## config.mk

```make
export PLATFORM = sky130hd
export DESIGN_NAME = uart_rx_module
export DESIGN_NICKNAME = d
export VERILOG_FILES = /design/src/rtl/uart_rx_module.sv
export SDC_FILE = /design/constraint.sdc
export NUM_CORES = 1
export LEC_CHECK = 0
export CORE_ASPECT_RATIO = 1.1
export CORE_UTILIZATION = 30
export CTS_BUF_LIST = sky130_fd_sc_hd__clkbuf_8 sky130_fd_sc_hd__clkbuf_16
export DETAILED_ROUTE_END_ITERATION = 16
export PLACE_DENSITY = 0.53
export SLEW_MARGIN = 25
export SYNTH_ARGS = -nofsm -noshare
export SYNTH_HDL_FRONTEND = slang
export SYNTH_SLANG_ARGS = --single-unit
export TNS_END_PERCENT = 10
```

## constraint.sdc

```tcl
create_clock -name i_clk -period 1.9 [get_ports i_clk]
set_input_delay 0.285 -clock i_clk [delete_from_list [all_inputs] [get_ports i_clk]]
set_output_delay 0.285 -clock i_clk [all_outputs]
set_load 0.01 [all_outputs]
```

## src/rtl/uart_rx_module.sv

```systemverilog
// uart_rx_module: 8N1 UART receiver, LSB first, with start-bit validation at mid-bit
// and centre sampling of the data and stop bits.
// Ports:
//   i_clk        system clock, rising edge
//   i_reset      asynchronous reset, active-high
//   i_rx_serial  asynchronous serial line, idle high
//   o_rx_active  high while a frame is in START/DATA/STOP
//   o_rx_valid   one-cycle pulse, o_rx_byte holds a new good byte
//   o_rx_byte    last good byte, held until the next good frame
//   o_frame_err  one-cycle pulse, stop bit sampled low
module uart_rx_module #(
    parameter int BIT_CLK_PER = 868
) (
    input  logic       i_clk,
    input  logic       i_reset,
    input  logic       i_rx_serial,
    output logic       o_rx_active,
    output logic       o_rx_valid,
    output logic [7:0] o_rx_byte,
    output logic       o_frame_err
);
    localparam int CW = $clog2(BIT_CLK_PER);
    localparam logic [CW-1:0] HALF_M1 = CW'(BIT_CLK_PER / 2 - 1);
    localparam logic [CW-1:0] BIT_M1  = CW'(BIT_CLK_PER - 1);
    typedef enum logic [2:0] {IDLE, START, DATA, STOP, BRK_WAIT} state_t;
    state_t        state, state_n;
    logic          rx_meta, rx_s;
    logic [CW-1:0] cnt, cnt_n;
    logic [2:0]    idx, idx_n;
    logic [7:0]    shift_reg, shift_n, byte_n;
    logic          valid_n, err_n;
    // Synchroniser presets to the idle level so reset release never looks like a start edge.
    always_ff @(posedge i_clk or posedge i_reset)
        if (i_reset) begin
            rx_meta     <= 1'b1;
            rx_s        <= 1'b1;
            state       <= IDLE;
            cnt         <= '0;
            idx         <= '0;
            shift_reg   <= '0;
            o_rx_byte   <= '0;
            o_rx_valid  <= 1'b0;
            o_frame_err <= 1'b0;
        end else begin
            rx_meta     <= i_rx_serial;
            rx_s        <= rx_meta;
            state       <= state_n;
            cnt         <= cnt_n;
            idx         <= idx_n;
            shift_reg   <= shift_n;
            o_rx_byte   <= byte_n;
            o_rx_valid  <= valid_n;
            o_frame_err <= err_n;
        end
    // Stop bit is sampled at its centre, so the return to IDLE leaves half a bit
    // to catch a back-to-back start edge.
    always_comb begin
        state_n = state;
        cnt_n   = cnt;
        idx_n   = idx;
        shift_n = shift_reg;
        byte_n  = o_rx_byte;
        valid_n = 1'b0;
        err_n   = 1'b0;
        case (state)
            IDLE: begin
                cnt_n = '0;
                idx_n = '0;
                if (!rx_s) state_n = START;
            end
            START:
                if (cnt < HALF_M1) cnt_n = cnt + 1'b1;
                else begin
                    cnt_n   = '0;
                    state_n = rx_s ? IDLE : DATA;
                end
            DATA:
                if (cnt < BIT_M1) cnt_n = cnt + 1'b1;
                else begin
                    cnt_n        = '0;
                    shift_n[idx] = rx_s;
                    idx_n        = idx + 1'b1;
                    if (idx == 3'd7) state_n = STOP;
                end
            STOP:
                if (cnt < BIT_M1) cnt_n = cnt + 1'b1;
                else begin
                    cnt_n   = '0;
                    state_n = rx_s ? IDLE : BRK_WAIT;
                    valid_n = rx_s;
                    err_n   = !rx_s;
                    byte_n  = rx_s ? shift_reg : o_rx_byte;
                end
            BRK_WAIT:
                if (rx_s) state_n = IDLE;
            default:
                state_n = IDLE;
        endcase
    end
    assign o_rx_active = (state == START) || (state == DATA) || (state == STOP);
endmodule
```

# --- Word-level counts from Yosys, hierarchy flattened ---
# Index checks and enable logic that the tools add are counted.
totals:
  ff_bits: 36
  input_bits: 3
  out_inout_bits: 11
  elab_cells: 60
classes:
  addsub: 2
  magnitude_cmp: 4
  eq_ne: 11
  mux: 21
  bitwise_logic: 1
  reduce_logical: 12
ops:
  columns: ["operator", "count"]
  rows:
  - ["$pmux W10 S3", 1]
  - ["$mux W3", 8]
  - ["$mux W10", 2]
  - ["$pmux W3 S5", 1]
  - ["$ne A2 B2 Y1 const B", 6]
  - ["$add A10 B1 Y10 const B", 1]
  - ["$lt A10 B10 Y1 const B", 1]
  - ["$lt A10 B9 Y1 const B", 1]
  - ["$bwmux W8", 1]
  - ["$eq A3 B2 Y1 const B", 2]
  - ["$eq A3 B3 Y1 const B", 2]
  - ["$pmux W3 S2", 1]
  - ["$reduce_and A6 Y1", 1]
  - ["$mux W1", 5]
  - ["$lt A3 B4 Y1 const B", 1]
  - ["$reduce_and A2 Y1", 2]
  - ["$add A3 B1 Y3 const B", 1]
  - ["$demux W1 S3", 1]
  - ["$eq A3 B1 Y1 const B", 1]
  - ["$ge A3 B1 Y1 const B", 1]
  - ["$logic_not A3 Y1", 1]
  - ["$reduce_and A3 Y1", 1]
  - ["$reduce_bool A3 Y1", 1]
  - ["$logic_or A1 B1 Y1", 2]
  - ["6 further kinds", 6]

# --- Longest topological paths before layout ---
# Gate-level depths: netlist of run 1.
logic_depth:
  depth_word: 5
  mapped_depth: 6
  mapped_depth_nobuf: 6

# --- Worst setup path after synthesis of run 1 ---
# OpenSTA, ideal clock, no wires.
synth_path:
  path_type: "flip-flop to flip-flop"
  startpoint: "register cnt[0]"
  endpoint: "register o_rx_byte[0]"
  setup_ps: 125
  arrival_time_ps: 1585
  required_time_ps: 1775
  slack_ps: 190
  path_stages_with_launch: 7
  path_buffers: 1
  synth_period_minus_slack_ps: 1710
  path_cell_list: "dfrtp_1 ha_1 nor4_4 o21ai_2 and3_1 buf_6 mux2_4"
synth_between:
  elab_chain_cells: 3
synth_lines:
  columns: ["item", "line", "source"]
  rows:
  - ["from (decl)", "28", "logic [CW-1:0] cnt, cnt_n;"]
  - ["from (signal assigned)", "48", "cnt <= cnt_n;"]
  - ["$lt A10 B10 Y1", "86", "if (cnt < BIT_M1) cnt_n = cnt + 1'b1;"]
  - ["$not A1 Y1 (no line)", null, null]
  - ["$reduce_and A3 Y1 (no line)", null, null]
  - ["to (signal assigned)", "51", "o_rx_byte <= byte_n;"]
  - ["to (decl)", "19", "output logic [7:0] o_rx_byte,"]
# No other way between the ends.
# A chain may end at the register's enable or synchronous reset.

# --- Worst setup path in the final report of run 1 ---
layout_path:
  startpoint: "register cnt[0]"
  endpoint: "register o_rx_byte[1]"
# The elaborated chain is that of the path after synthesis.

==> impl_metrics.sql, run 1 <==
INSERT INTO impl_metrics (metric_group, metric, value, unit) VALUES
('worst_setup_path', 'worstSetupEndpointType', 'register', ''),
('yosys', 'synthDominantAreaCellType', 'dfrtp_1', ''),
('yosys', 'ys_top_cells_by_area', 'dfrtp_1 47%, mux2_4 6.6%, mux2_2 6.2%', ''),
('cells_and_area', 'area_growth_syn_to_layout', '21.0', '%'),
('clock_tree', 'clock_tree.root_cell', 'clkbuf_8', ''),
('yosys', 'synth_compound_area_share', '9.38', '%'),
('cells_and_area', 'instances_no_fill', '268', ''),
('clock_tree', 'tritoncts', 'yes', ''),
('cells_and_area', 'post_route_cells_drive_above_1_share', '27.7', '%'),
('worst_setup_path', 'cp_cell_instances', 'ha_1 > nor4_4 > o21ai_2 > and3_2 > mux2_4', ''),
('cells_and_area', 'sequential_cell_area', '903', 'sq um'),
('grt', 'grt_pass1_wl', '5940', 'um'),
('floorplan', 'fp.dieArea', '6360', 'sq um'),
('grt', 'initial_antenna_violation_count', '0', ''),
('worst_setup_path', 'cp-start-kind', 'register', ''),
('detailed_routing', 'ant_nets', '0', ''),
('clock_tree', 'cts_made_buffers', '5', ''),
('placed_design', 'minimum_setup_slack_after_placement', '0.0288', 'ns'),
('yosys', 'synth-edff-count', '0', ''),
('detailed_routing', 'post-route-drc-count', '0', ''),
('detailed_routing', 'first_drt_iteration_drcs', '104', ''),
('clock_tree', 'clkSinkCount', '36', ''),
('timing', 'post-route-period-util', '93.3', '%'),
('yosys', 'syn-instance-count', '164', ''),
('timing', 'tightest_slew', '0.464', 'ns'),
('floorplan', 'die_height', '83.6', 'um'),
('floorplan', 'die_width', '76.1', 'um'),
('clock_tree', 'ctsHoldBuffers', '0', ''),
('floorplan', 'initial_core_util', '31.3', '%'),
('grt', 'grtUsageTotal', '11.8', '%'),
('cells_and_area', 'largest_register_ffs', '10', ''),
('cells_and_area', 'insertedDiodeCount', '0', ''),
('worst_setup_path', 'slowest_delay', '0.41', 'ns'),
('grt', 'via_count_of_the_first_global_routing_pass', '1249', ''),
('yosys', 'synth_xor_xnor_area_share', '0.483', '%'),
('detailed_routing', 'drt_first_pass_iters', '5', ''),
('timing', 'maxSlewHeadroom', '69.1', '%'),
('grt', 'globalRoute.totalOverflow', '0', ''),
('timing', 'finalSetupViolCount', '0', ''),
('clock_tree', 'clk_path_buf_depth', '2', ''),
('placed_design', 'gp_congestion', '0.759', ''),
('power_and_ir_drop', 'cellPowerDensity', '612', 'nW/um^2'),
('grt', 'pin_count_of_the_biggest_net_entering_global_routing', '37', ''),
('power_and_ir_drop', 'power.leakage', '0.960', 'nW'),
('detailed_routing', 'vias', '1281', ''),
('timing', 'postLayoutSetupSlackWorst', '0.126', 'ns'),
('yosys', 'synthFlopType', 'dfrtp_1', ''),
('floorplan', 'fp-row-count', '29', ''),
('clock_tree', 'clk-insertion-delay-late', '0.29', 'ns'),
('hold_path', 'min-delay-path-class', 'register to register', ''),
('timing', 'timing.fmax', '564', 'MHz'),
('yosys', 'mappedNetlistNets', '171', ''),
('placed_design', 'numPortBuffers', '13', ''),
('yosys', 'ys_seq_elements', '36', ''),
('worst_setup_path', 'critical_path_required', '2.08', 'ns'),
('yosys', 'ys_seq_area_share', '49.8', '%'),
('outcome', 'run_status', 'completed', ''),
('clock_tree', 'htree_levels', '2', ''),
('power_and_ir_drop', 'power.ir.vdd_worst', '0.000274', 'V'),
('yosys', 'synth.yosys.warnings', '0', ''),
('clock_tree', 'postCtsResizedCells', '0', ''),
('yosys', 'synthArstFlopShare', '100', '%'),
('yosys', 'synthAdderAreaFrac', '2.76', '%'),
('yosys', 'dominant_combinational_cell_family_by_area_after_synthesis', 'simple AND/OR/NAND/NOR gates', ''),
('worst_setup_path', 'slowest_stage', 'dfrtp_1', ''),
('cells_and_area', 'fill_cells', '592', ''),
('cells_and_area', 'nets', '197', ''),
('detailed_routing', 'detail_route.wl_per_cell', '13.0', 'um'),
('placed_design', 'place_hpwl', '2370', 'um'),
('run', 'maxCapViolations', '0', ''),
('placed_design', 'post-place-cells', '260', '');
[synth_stat cells (2+ instances only)]
master and number:
nand4_1 6, nand3_1 9, nor4_1 2, ha_1 4, and3_1 4, a22o_1 2
buf_2 3, dfrtp_1 34, inv_1 5, mux2_2 10, o21ai_0 7, clkbuf_1 4
buf_6 2, dfstp_2 2, mux2_4 8, mux2i_1 3, a21oi_1 8, nor2_1 11
nor3_1 4, nand2_1 14, nor2b_1 2, o211ai_1 2, nand4b_1 3
[metal layers]
metal  vias up  part of all wire (%)  GRT usage, %
met3         6                   2.6          1.42
li1        641                     -             -
met1       614                    50          16.4
met5         -                     0             0
met4         0                   1.8          6.29
met2        20                    46          17.9
[final timing paths]
path                                            end  depth (start not counted)          startpoint  slack, ns
max                        o_rx_byte[1]$_DFFE_PP0P_                          5  cnt[0]$_DFFE_PP0P_       0.13
min                                  rx_s$_DFF_PP1_                          0   rx_meta$_DFF_PP1_       0.35
max reg2reg                o_rx_byte[1]$_DFFE_PP0P_                          5  cnt[0]$_DFFE_PP0P_       0.13
min reg2reg                          rx_s$_DFF_PP1_                          0   rx_meta$_DFF_PP1_       0.35
max in group asynchronous         rx_meta$_DFF_PP1_                          3             i_reset       1.14
min in group asynchronous        cnt[9]$_DFFE_PP0P_                          3             i_reset       0.40
[kinds of logic after synthesis]
group,Yosys count
compound gates,26
xor+xnor,1
fa+ha+maj,4
buf+inv,16
flops,36
mux,21
simple gates,60
[area by class of cell]
type / count / share of cell area, %
inverters: 5 / 0.855
clock buffers: 5 / 3.14
well taps: 77 / 4.39
repair buffers: 30 / 11.9
clock inverters: 3 / 0.855
multi-input cells: 112 / 37.7
flip-flops and latches: 36 / 41.2
[worst max-delay path, delay by kind of cell (launching register included)]
kind            cells  cell delay, ns
mux                 1            0.33
flops               1            0.41
compound gates      1            0.10
simple gates        2            0.58
fa+ha+maj           1            0.25
[where the power goes]
part | switching [mW] | internal [mW] | total [mW] | leakage, nW
Combinational | 0.0190 | 0.00689 | 0.0258 | 0.431
Clock | 0.291 | 0.256 | 0.546 | 0.0479
Sequential | 0.000803 | 0.769 | 0.770 | 0.481
Total | 0.311 | 1.03 | 1.34 | 0.960
[stage by stage]
stage | power (mW) | hold WS [ns] | cell area (sq um) | utilization [%]
global route | 1.40 | 0.368 | 2190 | 37.8
global placement | 0.813 | 0.347 | 2100 | 36.2
detailed placement | 0.813 | 0.348 | 2100 | 36.2
CTS | 1.36 | 0.363 | 2190 | 37.7
finish | 1.34 | 0.355 | 2190 | 37.8
floorplan | 0.799 | 0.289 | 1810 | -
[layout by cell type (no fill, tap or decap), types with 3 or more instances in the layout]
| cell | instances |
|---|---|
| mux2_4 | 8 |
| nor2_1 | 11 |
| mux2i_1 | 3 |
| o21ai_0 | 7 |
| buf_4 | 17 |
| nand4b_1 | 3 |
| a21oi_1 | 8 |
| mux2_2 | 10 |
| nand3_1 | 9 |
| ha_1 | 4 |
| clkbuf_8 | 5 |
| dfrtp_1 | 34 |
| and3_1 | 3 |
| clkdlybuf4s50_1 | 12 |
| nor3_1 | 4 |
| inv_1 | 5 |
| nand2_1 | 14 |
| nand4_1 | 6 |
Power figures use the tool's default switching activity.
==> inputs of run 2 (changes only) <==
==> config.mk (replaced) <==
export PLATFORM = sky130hd
export DESIGN_NAME = uart_rx_module
export DESIGN_NICKNAME = d
export VERILOG_FILES = /design/src/rtl/uart_rx_module.sv
export SDC_FILE = /design/constraint.sdc
export NUM_CORES = 1
export LEC_CHECK = 0
export CORE_ASPECT_RATIO = 0.75
export CORE_UTILIZATION = 40
export CTS_BUF_LIST = sky130_fd_sc_hd__clkbuf_8 sky130_fd_sc_hd__clkbuf_16
export DETAILED_ROUTE_END_ITERATION = 16
export PLACE_DENSITY = 0.64
export SYNTH_ARGS = -nofsm -noshare
export SYNTH_HDL_FRONTEND = slang
export SYNTH_SLANG_ARGS = --single-unit
export TNS_END_PERCENT = 10
==> impl_metrics.sql, run 2 (synthesis gave the netlist of run 1 again) <==
INSERT INTO impl_metrics (metric_group, metric, value, unit) VALUES
('cells_and_area', 'area_growth_syn_to_layout', '16.2', '%'),
('timing', 'period_minus_slack', '1.84', 'ns'),
('timing', 'postLayoutSetupSlackWorst', '0.0614', 'ns'),
('hold_path', 'worst_hold_startpoint', 'rx_meta$_DFF_PP1_', ''),
('worst_setup_path', 'critical_path_required', '1.62', 'ns'),
('clock_tree', 'htree_levels', '2', ''),
('clock_tree', 'path_clk_slew', '0.07', 'ns'),
('timing', 'fin_worst_skew', '0.00587', 'ns'),
('grt', 'globalRoute.totalOverflow', '0', ''),
('detailed_routing', 'detail_route.wl_per_cell', '14.7', 'um'),
('power_and_ir_drop', 'power.ir.vdd_worst', '0.000369', 'V'),
('placed_design', 'placed_cell_area', '2000', 'sq um'),
('timing', 'setup_tns', '0', 'ns'),
('worst_setup_path', 'slowest_stage', 'clkdlybuf4s50_1', ''),
('detailed_routing', 'first_drt_iteration_drcs', '101', ''),
('cells_and_area', 'layout_common_cells', '32 x dfrtp_1, 14 x nand2_1, 13 x clkdlybuf4s50_1, 11 x nor2_1, 10 x mux2_2', ''),
('timing', 'report.final.hold_viol_count', '0', ''),
('outcome', 'run_status', 'completed', ''),
('clock_tree', 'cts_made_buffers', '5', ''),
('timing', 'final-max-slew-violation-count', '0', ''),
('worst_setup_path', 'cp_cell_instances', 'buf_4 > nor2_1 > clkdlybuf4s50_1', ''),
('cells_and_area', 'final_common_cell', 'dfrtp_1', ''),
('detailed_routing', 'vias', '1268', ''),
('floorplan', 'initial_core_util', '43.2', '%'),
('worst_setup_path', 'worst_setup_path_start', 'state[2]$_DFFE_PP0P_', ''),
('floorplan', 'fp.dieArea', '4810', 'sq um'),
('cells_and_area', 'final_area', '2110', 'sq um'),
('placed_design', 'place_hpwl', '2520', 'um'),
('floorplan', 'fp-row-count', '20', ''),
('floorplan', 'core', '4200', 'sq um'),
('worst_setup_path', 'worstSetupEndpointType', 'output pin', ''),
('timing', 'tightest_slew', '0.492', 'ns'),
('grt', 'initial_antenna_violation_count', '0', ''),
('clock_tree', 'ctsHoldBuffers', '0', ''),
('grt', 'grtUsageTotal', '16.7', '%'),
('cells_and_area', 'insertedDiodeCount', '0', ''),
('cells_and_area', 'nets', '187', ''),
('floorplan', 'pin_count', '14', ''),
('grt', 'grt_pass1_wl', '5930', 'um'),
('timing', 'maxSlewHeadroom', '67.0', '%'),
('run', 'maxCapViolations', '0', ''),
('placed_design', 'minimum_setup_slack_after_placement', '0.00786', 'ns'),
('cells_and_area', 'final_core_utilization', '50.1', '%'),
('clock_tree', 'clk-insertion-delay-late', '0.29', 'ns'),
('timing', 'finalSetupViolCount', '0', ''),
('worst_setup_path', 'critical_path_arrival', '1.55', 'ns'),
('cells_and_area', 'post_route_cells_drive_above_1_share', '24.9', '%'),
('worst_setup_path', 'path_max_fanout', '13', ''),
('timing', 'post-route-period-util', '96.8', '%'),
('grt', 'via_count_of_the_first_global_routing_pass', '1261', ''),
('hold_path', 'min-delay-path-class', 'register to register', ''),
('clock_tree', 'tritoncts', 'yes', ''),
('clock_tree', 'clkSinkCount', '36', ''),
('detailed_routing', 'ant_nets', '0', ''),
('detailed_routing', 'detail_route.wirelength', '3480', 'um'),
('placed_design', 'numPortBuffers', '13', ''),
('grt', 'pin_count_of_the_biggest_net_entering_global_routing', '37', ''),
('worst_setup_path', 'timing_worst_setup_path_type', 'register to output pin', ''),
('clock_tree', 'clk_path_buf_depth', '2', ''),
('timing', 'grt_setup_unrepaired', 'false', ''),
('worst_setup_path', 'cp-start-kind', 'register', ''),
('detailed_routing', 'drt_first_pass_iters', '4', ''),
('floorplan', 'die_width', '79.8', 'um'),
('power_and_ir_drop', 'power.leakage', '0.910', 'nW'),
('detailed_routing', 'avgViaCountPerCell', '5.37', ''),
('clock_tree', 'setup_repair_bufs_after_cts', '0', ''),
('timing', 'timing.fmax', '544', 'MHz'),
('cells_and_area', 'largest_register_ffs', '10', ''),
('floorplan', 'die_height', '60.3', 'um'),
('placed_design', 'gp_congestion', '0.859', ''),
('worst_setup_path', 'slowest_delay', '0.55', 'ns'),
('detailed_routing', 'post-route-drc-count', '0', ''),
('power_and_ir_drop', 'cellPowerDensity', '637', 'nW/um^2'),
('worst_setup_path', 'worstReg2RegStart', 'cnt[1]$_DFFE_PP0P_', ''),
('clock_tree', 'clock_tree.root_cell', 'clkbuf_8', '');
-- run 2: area by class of cell --
cell class / count / area (sq um)
Sequential cell: 36 / 906
Multi-Input combinational cell: 112 / 840
Fill cell: 372 / 2100
Clock buffer: 6 / 82.6
Tap cell: 55 / 68.8
Clock inverter: 2 / 10.0
Timing Repair Buffer: 20 / 183
Inverter: 5 / 18.8
-- run 2: report_power, final --
part / internal, mW / switching, mW
sequential: 0.770 / 0.00108
combinational: 0.00692 / 0.0190
clock: 0.289 / 0.258
total: 1.07 / 0.278
-- run 2: final timing paths --
path	end	slack [ns]	cells after the start
max reg2reg	shift_reg[6]$_DFFE_PP0P_	0.07	5
max in group asynchronous	rx_s$_DFF_PP1_	1.14	3
min in group asynchronous	o_frame_err$_DFF_PP0_	0.41	3
min reg2reg	rx_s$_DFF_PP1_	0.36	0
max	o_rx_active	0.06	3
min	rx_s$_DFF_PP1_	0.36	0
-- run 2: per-stage QoR --
stage,hold slack [ns],total power [mW],cells
after global routing,0.365,1.39,236
after CTS,0.359,1.36,236
final,0.358,1.34,236
after detailed placement,0.350,0.812,228
after global placement,0.349,0.812,228
after floorplan,0.289,0.799,164
-- run 2: worst max-delay path: cells and delay by family (launching register included) --
kind          cells  cell delay, ns
buf+inv           2            0.74
simple gates      1            0.13
flops             1            0.40
-- run 2: layer usage --
metal  up-vias  track usage, %  wire length (um)
li1        623               -                 -
met1       605            23.8              1790
met2        33            24.3              1470
met3         7            4.27               172
met4         0            6.89                42
met5         -               0                 0
-- run 2: what timing repair did --
action	in CTS	in global routing
cloned	0	0
setup endpoints to repair	1	12
resized for setup	1	5
